### src/rtl/mul_issue_if.sv
// Request and result channels between dispatch/CDB and the multiply issue unit.
interface mul_issue_if #(
  parameter int TAG_W = 4
);
  logic             req_valid;
  logic             req_ready;
  logic [1:0]       req_funct3;
  logic [31:0]      req_a;
  logic [31:0]      req_b;
  logic [TAG_W-1:0] req_tag;

  logic             res_valid;
  logic             res_ready;
  logic [TAG_W-1:0] res_tag;
  logic [31:0]      res_data;

  modport master (
    output req_valid, req_funct3, req_a, req_b, req_tag,
    input  req_ready,
    input  res_valid, res_tag, res_data,
    output res_ready
  );

  modport slave (
    input  req_valid, req_funct3, req_a, req_b, req_tag,
    output req_ready,
    output res_valid, res_tag, res_data,
    input  res_ready
  );
endinterface

### src/rtl/mul_issue_unit.sv
// In-order request FIFO feeding a 4-cycle non-pipelined multiplier, with flush and tagged result hold.
// Optional zero-operand bypass when MUL_ZERO_BYPASS_EN is defined.
module mul_issue_unit #(
  parameter int DEPTH = 4,
  parameter int TAG_W = 4
) (
  input  logic        clk,
  input  logic        rst,
  input  logic        flush,
  mul_issue_if.slave  bus,
  output logic        mul_in_en,
  output logic [31:0] mul_a,
  output logic [31:0] mul_b,
  output logic        mul_a_signed,
  output logic        mul_b_signed,
  input  logic        mul_idle,
  input  logic        mul_out_en,
  input  logic [31:0] mul_hi,
  input  logic [31:0] mul_lo
);
  localparam int PW = $clog2(DEPTH);
  localparam int CW = $clog2(DEPTH + 1);

  logic [31:0]      a_mem_q   [DEPTH];
  logic [31:0]      b_mem_q   [DEPTH];
  logic [1:0]       f3_mem_q  [DEPTH];
  logic [TAG_W-1:0] tag_mem_q [DEPTH];

  logic [PW-1:0]    wr_ptr_q, wr_ptr_d, rd_ptr_q, rd_ptr_d;
  logic [CW-1:0]    cnt_q, cnt_d;
  logic             busy_q, busy_d, discard_q, discard_d;
  logic [1:0]       fl_f3_q, fl_f3_d;
  logic [TAG_W-1:0] fl_tag_q, fl_tag_d;
  logic             res_valid_q, res_valid_d;
  logic [TAG_W-1:0] res_tag_q, res_tag_d;
  logic [31:0]      res_data_q, res_data_d;

  logic [31:0]      head_a_s, head_b_s;
  logic [1:0]       head_f3_s;
  logic [TAG_W-1:0] head_tag_s;
  logic             head_valid_s, push_s, issue_s, zero_s, bypass_s, capture_s;

  assign head_a_s     = a_mem_q[rd_ptr_q];
  assign head_b_s     = b_mem_q[rd_ptr_q];
  assign head_f3_s    = f3_mem_q[rd_ptr_q];
  assign head_tag_s   = tag_mem_q[rd_ptr_q];
  assign head_valid_s = (cnt_q != {CW{1'b0}});

  // Count-based only: a same-cycle pop never re-opens a full FIFO.
  assign bus.req_ready = (cnt_q != CW'(DEPTH));
  assign push_s        = bus.req_valid && bus.req_ready && !flush;
  assign issue_s       = head_valid_s && !busy_q && mul_idle &&
                         (!res_valid_q || bus.res_ready) && !flush;
`ifdef MUL_ZERO_BYPASS_EN
  assign zero_s        = (head_a_s == 32'd0) || (head_b_s == 32'd0);
`else
  assign zero_s        = 1'b0;
`endif
  assign bypass_s      = issue_s && zero_s;
  assign capture_s     = busy_q && mul_out_en;

  assign mul_in_en     = issue_s && !zero_s;
  assign mul_a         = head_a_s;
  assign mul_b         = head_b_s;
  assign mul_a_signed  = (head_f3_s == 2'b01) || (head_f3_s == 2'b10);
  assign mul_b_signed  = (head_f3_s == 2'b01);

  assign bus.res_valid = res_valid_q;
  assign bus.res_tag   = res_tag_q;
  assign bus.res_data  = res_data_q;

  // Next-state for pointers, occupancy, in-flight tracking and the result holder.
  always_comb begin
    wr_ptr_d    = wr_ptr_q;
    rd_ptr_d    = rd_ptr_q;
    cnt_d       = cnt_q;
    busy_d      = busy_q;
    discard_d   = discard_q;
    fl_f3_d     = fl_f3_q;
    fl_tag_d    = fl_tag_q;
    res_valid_d = res_valid_q;
    res_tag_d   = res_tag_q;
    res_data_d  = res_data_q;
    if (flush) begin
      wr_ptr_d    = {PW{1'b0}};
      rd_ptr_d    = {PW{1'b0}};
      cnt_d       = {CW{1'b0}};
      res_valid_d = 1'b0;
      // The multiplier cannot be aborted; remember to drop its pending result.
      if (capture_s) begin
        busy_d    = 1'b0;
        discard_d = 1'b0;
      end else if (busy_q) begin
        discard_d = 1'b1;
      end else begin
        discard_d = discard_q;
      end
    end else begin
      if (push_s) wr_ptr_d = wr_ptr_q + PW'(1);
      else        wr_ptr_d = wr_ptr_q;
      if (issue_s) rd_ptr_d = rd_ptr_q + PW'(1);
      else         rd_ptr_d = rd_ptr_q;
      case ({push_s, issue_s})
        2'b10:   cnt_d = cnt_q + CW'(1);
        2'b01:   cnt_d = cnt_q - CW'(1);
        default: cnt_d = cnt_q;
      endcase
      if (res_valid_q && bus.res_ready) res_valid_d = 1'b0;
      else                              res_valid_d = res_valid_q;
      if (mul_in_en) begin
        busy_d   = 1'b1;
        fl_f3_d  = head_f3_s;
        fl_tag_d = head_tag_s;
      end else if (capture_s) begin
        busy_d    = 1'b0;
        discard_d = 1'b0;
        if (!discard_q) begin
          res_valid_d = 1'b1;
          res_tag_d   = fl_tag_q;
          res_data_d  = (fl_f3_q == 2'b00) ? mul_lo : mul_hi;
        end else begin
          res_tag_d   = res_tag_q;
        end
      end else if (bypass_s) begin
        res_valid_d = 1'b1;
        res_tag_d   = head_tag_s;
        res_data_d  = 32'd0;
      end else begin
        busy_d = busy_q;
      end
    end
  end

  // Control and result registers.
  always_ff @(posedge clk or posedge rst) begin
    if (rst) begin
      wr_ptr_q    <= {PW{1'b0}};
      rd_ptr_q    <= {PW{1'b0}};
      cnt_q       <= {CW{1'b0}};
      busy_q      <= 1'b0;
      discard_q   <= 1'b0;
      fl_f3_q     <= 2'b00;
      fl_tag_q    <= {TAG_W{1'b0}};
      res_valid_q <= 1'b0;
      res_tag_q   <= {TAG_W{1'b0}};
      res_data_q  <= 32'd0;
    end else begin
      wr_ptr_q    <= wr_ptr_d;
      rd_ptr_q    <= rd_ptr_d;
      cnt_q       <= cnt_d;
      busy_q      <= busy_d;
      discard_q   <= discard_d;
      fl_f3_q     <= fl_f3_d;
      fl_tag_q    <= fl_tag_d;
      res_valid_q <= res_valid_d;
      res_tag_q   <= res_tag_d;
      res_data_q  <= res_data_d;
    end
  end

  // FIFO storage; entries are only read once occupancy covers them.
  always_ff @(posedge clk) begin
    if (push_s) begin
      a_mem_q[wr_ptr_q]   <= bus.req_a;
      b_mem_q[wr_ptr_q]   <= bus.req_b;
      f3_mem_q[wr_ptr_q]  <= bus.req_funct3;
      tag_mem_q[wr_ptr_q] <= bus.req_tag;
    end
  end
endmodule

### src/flat_wrapper.sv
// flat-port wrapper written by rule: the top's interface ports become plain ports
module mul_issue_unit_flat 
#(
  parameter int DEPTH = 4,
  parameter int TAG_W = 4
)
  (clk, rst, flush, mul_in_en, mul_a, mul_b, mul_a_signed, mul_b_signed, mul_idle, mul_out_en, mul_hi, mul_lo, bus_req_valid, bus_req_funct3, bus_req_a, bus_req_b, bus_req_tag, bus_req_ready, bus_res_valid, bus_res_tag, bus_res_data, bus_res_ready);
  mul_issue_if #(.TAG_W(TAG_W)) bus_i ();
  input  logic clk;
  input  logic rst;
  input  logic flush;
  output logic mul_in_en;
  output logic [31:0] mul_a;
  output logic [31:0] mul_b;
  output logic mul_a_signed;
  output logic mul_b_signed;
  input  logic mul_idle;
  input  logic mul_out_en;
  input  logic [31:0] mul_hi;
  input  logic [31:0] mul_lo;
  input wire logic [$bits(bus_i.req_valid)-1:0] bus_req_valid;
  input wire logic [$bits(bus_i.req_funct3)-1:0] bus_req_funct3;
  input wire logic [$bits(bus_i.req_a)-1:0] bus_req_a;
  input wire logic [$bits(bus_i.req_b)-1:0] bus_req_b;
  input wire logic [$bits(bus_i.req_tag)-1:0] bus_req_tag;
  output wire logic [$bits(bus_i.req_ready)-1:0] bus_req_ready;
  output wire logic [$bits(bus_i.res_valid)-1:0] bus_res_valid;
  output wire logic [$bits(bus_i.res_tag)-1:0] bus_res_tag;
  output wire logic [$bits(bus_i.res_data)-1:0] bus_res_data;
  input wire logic [$bits(bus_i.res_ready)-1:0] bus_res_ready;
  assign bus_i.req_valid = bus_req_valid;
  assign bus_i.req_funct3 = bus_req_funct3;
  assign bus_i.req_a = bus_req_a;
  assign bus_i.req_b = bus_req_b;
  assign bus_i.req_tag = bus_req_tag;
  assign bus_req_ready = bus_i.req_ready;
  assign bus_res_valid = bus_i.res_valid;
  assign bus_res_tag = bus_i.res_tag;
  assign bus_res_data = bus_i.res_data;
  assign bus_i.res_ready = bus_res_ready;
  mul_issue_unit #(.DEPTH(DEPTH), .TAG_W(TAG_W)) u_core (.clk(clk), .rst(rst), .flush(flush), .bus(bus_i), .mul_in_en(mul_in_en), .mul_a(mul_a), .mul_b(mul_b), .mul_a_signed(mul_a_signed), .mul_b_signed(mul_b_signed), .mul_idle(mul_idle), .mul_out_en(mul_out_en), .mul_hi(mul_hi), .mul_lo(mul_lo));
endmodule
### config.mk
export PLATFORM = sky130hd
export DESIGN_NAME = mul_issue_unit_flat
export DESIGN_NICKNAME = d
export VERILOG_FILES = /design/src/rtl/mul_issue_if.sv /design/src/rtl/mul_issue_unit.sv /design/src/flat_wrapper.sv
export SDC_FILE = /design/constraint.sdc
export NUM_CORES = 1
export LEC_CHECK = 0
export ABC_AREA = 1
export CAP_MARGIN = 30
export CORE_ASPECT_RATIO = 2
export CORE_MARGIN = 1
export CORE_UTILIZATION = 35
export DETAILED_ROUTE_END_ITERATION = 10
export GPL_TIMING_DRIVEN = 0
export SLEW_MARGIN = 0
export SYNTH_ARGS = -nofsm -noshare
export SYNTH_HDL_FRONTEND = slang
export SYNTH_SLANG_ARGS = --single-unit
### constraint.sdc
create_clock -name clk -period 4.95 [get_ports clk]
set_input_delay 0.7425 -clock clk [delete_from_list [all_inputs] [get_ports clk]]
set_output_delay 0.7425 -clock clk [all_outputs]
set_load 0.1 [all_outputs]
==> flow_summary.yaml <==
setup_path:
  required_ps: 4210
  reg2reg_slack_ps: 2480
  path_max_fanout: 10
  arrival_ps: 3560
  crit_type: "reg -> out"
  cp-end-kind: "output pin"
  crit_path_start_kind: "flop"
logic_synthesis:
  synth_area_sq_mm: 0.01289
  synth-seq-cells: 332
  yosysUniqueCellTypes: 29
  ys_top_cells_by_area: "edfxtp_1, dfrtp_1, o21ai_0"
  synth_cells: 940
  ys.warnings.count: 0
  synthFlopType: "edfxtp_1"
  yosys.area.top_type: "edfxtp_1"
  synthTopCellsByCount: "edfxtp_1, o21ai_0, nor2_1, nand2_1, o22ai_1"
  synth_edf_count: 280
  synth.most_common_cell: "edfxtp_1"
  syn_avg_cell_area_sq_um: 13.72
  ys_async_sr_fraction: 0.1566
  seq_area_frac_synth: 0.7531
  netlist.area_leader.share: 0.6522
  synth_fp_nets: 1087
sta:
  timing.fmax_mhz: 232.6
  worstMarginPinSlew_ps: 1031
  min_period_ps: 4299
  maxSlewViolCount: 0
  final-setup-viol-count: 0
  rsz0062_at_grt: "no"
  skew_ps: 17.29
  finalCritPeriodShare: 0.8685
  setup_tns_ps: 0
  hold_viol_final: 0
  slew_headroom: 0.3106
grt:
  top_usage_layer: "met2"
  grt_pass1_wl_mm: 49.79
  grt_antenna_before_repair: 6
  use_met3: 0.03241
  met1_usage: 0.1795
  grt_use_total: 0.1786
  grt_overflow: 0
  grtUsageMet2: 0.3459
  grt_pass1_vias: 8798
  grt_max_degree: 41
clock_tree:
  cts_root_buffer: "clkbuf_16"
  clock-sinks: 332
  numCtsBuffers: 29
  cts_buffer_depth: 3
  ctsResizeCount: 0
  clock_latency_ps: 560
  cts_tree: "yes"
  cts.htree.levels: 1
  cts_setup_buffers: 0
  holdBufCountCts: 0
  path_clk_slew_ps: 70
worst_hold_path:
  min_path_type: "in -> async"
routing:
  wl_mm: 33.95
  vias: 8651
  via_per_inst: 5.068
  ant_nets: 0
  first_pass_iters: 5
  drtIter0Drc: 407
  drc: 0
  avgRoutedWirePerCell_um: 19.89
die:
  design.core.area_sq_mm: 0.03642
  initial_core_util: 0.3540
  io_pins: 246
  row_count: 99
  dieHeight_um: 273.4
  die_area_sq_mm: 0.03765
  chipWidth_um: 137.7
place:
  place.gp.congestion: 0.7572
  hpwl_mm: 23.48
  portBuffers: 245
  dp_cells: 1651
run:
  max-cap-violations: 0
final_layout:
  fin_cells: 1707
  fin_nets: 1375
  drive_above_1_share: 0.09127
  areaGrowthSynthToFinish_pct: 33.57
power_and_ir_drop:
  pwr_density_cell_mw_per_mm2: 540.6
  p_total_mw: 9.310
  p_leak_nw: 6.124
  max-vdd-ir-drop_mv: 0.5919
outcome:
  outcome: "finished clean"
logic make-up (layout without fill, tap and decap cells):
kind of cell / count (synthesis) / after routing / synth area share
AO/OA/AOI/OAI: 261 / 261 / 0.1092
XOR/XNOR: 1 / 1 / 0.0006795
adder cells (fa/ha/maj): 6 / 6 / 0.006405
buffers and inverters: 82 / 391 / 0.03562
flip-flops: 332 / 332 / 0.7531
multiplexers: 32 / 32 / 0.02484
other: 0 / 4 / 0
AND/OR/NAND/NOR: 226 / 226 / 0.07017
power by group:
part / total (mW) / switching [mW] / leakage, nW / internal [mW]
logic: 3.52 / 2.63 / 2.44 / 0.890
clock network: 2.40 / 1.01 / 0.475 / 1.39
registers: 3.39 / 0.111 / 3.21 / 3.28
sequential cells by signal, indices dropped and copies added, names as in the netlist:
name,count
u_core.a_mem_q,128
u_core.bus.res_valid,1
u_core.f3_mem_q,8
u_core.bus.res_data,32
u_core.tag_mem_q,16
u_core.fl_f3_q,2
u_core.discard_q,1
u_core.b_mem_q,128
u_core.wr_ptr_q,2
u_core.rd_ptr_q,2
u_core.busy_q,1
u_core.cnt_q,3
u_core.bus.res_tag,4
u_core.fl_tag_q,4
layout by cell type (no fill, tap or decap):
cell type	n
ha_1	5
fa_1	1
clkbuf_16	29
o21ai_1	40
mux2i_1	32
buf_4	10
dfrtp_1	52
o21ai_0	145
inv_8	1
edfxtp_1	280
nand4_4	1
nand3_1	4
nand2_1	69
nand3_2	1
inv_1	21
buf_16	3
a21oi_1	5
nor2_1	140
clkinv_1	4
buf_12	9
clkinv_4	1
inv_2	6
clkbuf_4	1
diode_2	4
buf_6	11
buf_8	1
clkdlybuf4s50_1	245
xnor2_1	1
buf_2	13
nor2_2	2
bufinv_16	6
nand2_2	3
clkinvlp_4	5
clkbuf_1	22
o22ai_1	68
o22ai_2	1
nor2_4	6
a32o_1	1
a21oi_2	1
clkinv_2	3
routing by layer:
metal  wire [um]  vias up  part of all wire
met5          36        -            0.0011
met3        2253       66             0.066
met2       18790      318              0.55
met4        1199        6             0.035
met1       11670     4235              0.34
li1            -     4026                 -
critical path, cell delays in order (launching register included):
cell and delay, ps:
dfrtp_1 560, inv_2 300, clkbuf_1 430, o21ai_0 170
o22ai_1 330, clkdlybuf4s50_1 1220
stage by stage:
step	setup slack, ps	cell area (sq um)	hold WS [ps]	utilization
finish	651.0	17220	469.8	0.4729
detailed placement	1134	16210	477.5	0.4450
CTS	557.4	17210	451.5	0.4726
floorplan	464.3	12890	483.4	-
global route	463.4	17220	491.5	0.4728
global placement	-2931	15910	471.0	0.4370
area by class of cell:
type | instances | area, sq um
Antenna cell | 4 | 10.01
Buffer | 55 | 357.8
Clock buffer | 32 | 737.0
Clock inverter | 20 | 267.8
Fill cell | 3257 | 19200
Inverter | 27 | 101.3
Multi-Input combinational cell | 526 | 2754
Sequential cell | 332 | 9709
Tap cell | 454 | 568.0
Timing Repair Buffer | 257 | 2715
worst paths after layout:
kind | from | end | cells past startpoint
setup reg to reg | u_core.cnt_q[0] | u_core.a_mem_q[2][4] | 6
setup / recovery | u_core.rd_ptr_q[1] | mul_b[25] | 5
hold reg to reg | u_core.bus.res_data[27] | u_core.bus.res_data[27] | 2
max in group asynchronous | rst | u_core.bus.res_data[1] | 3
hold / removal | rst | u_core.bus.res_data[14] | 2
min in group clk | u_core.bus.res_data[27] | u_core.bus.res_data[27] | 2
Power figures use the tool's default switching activity.
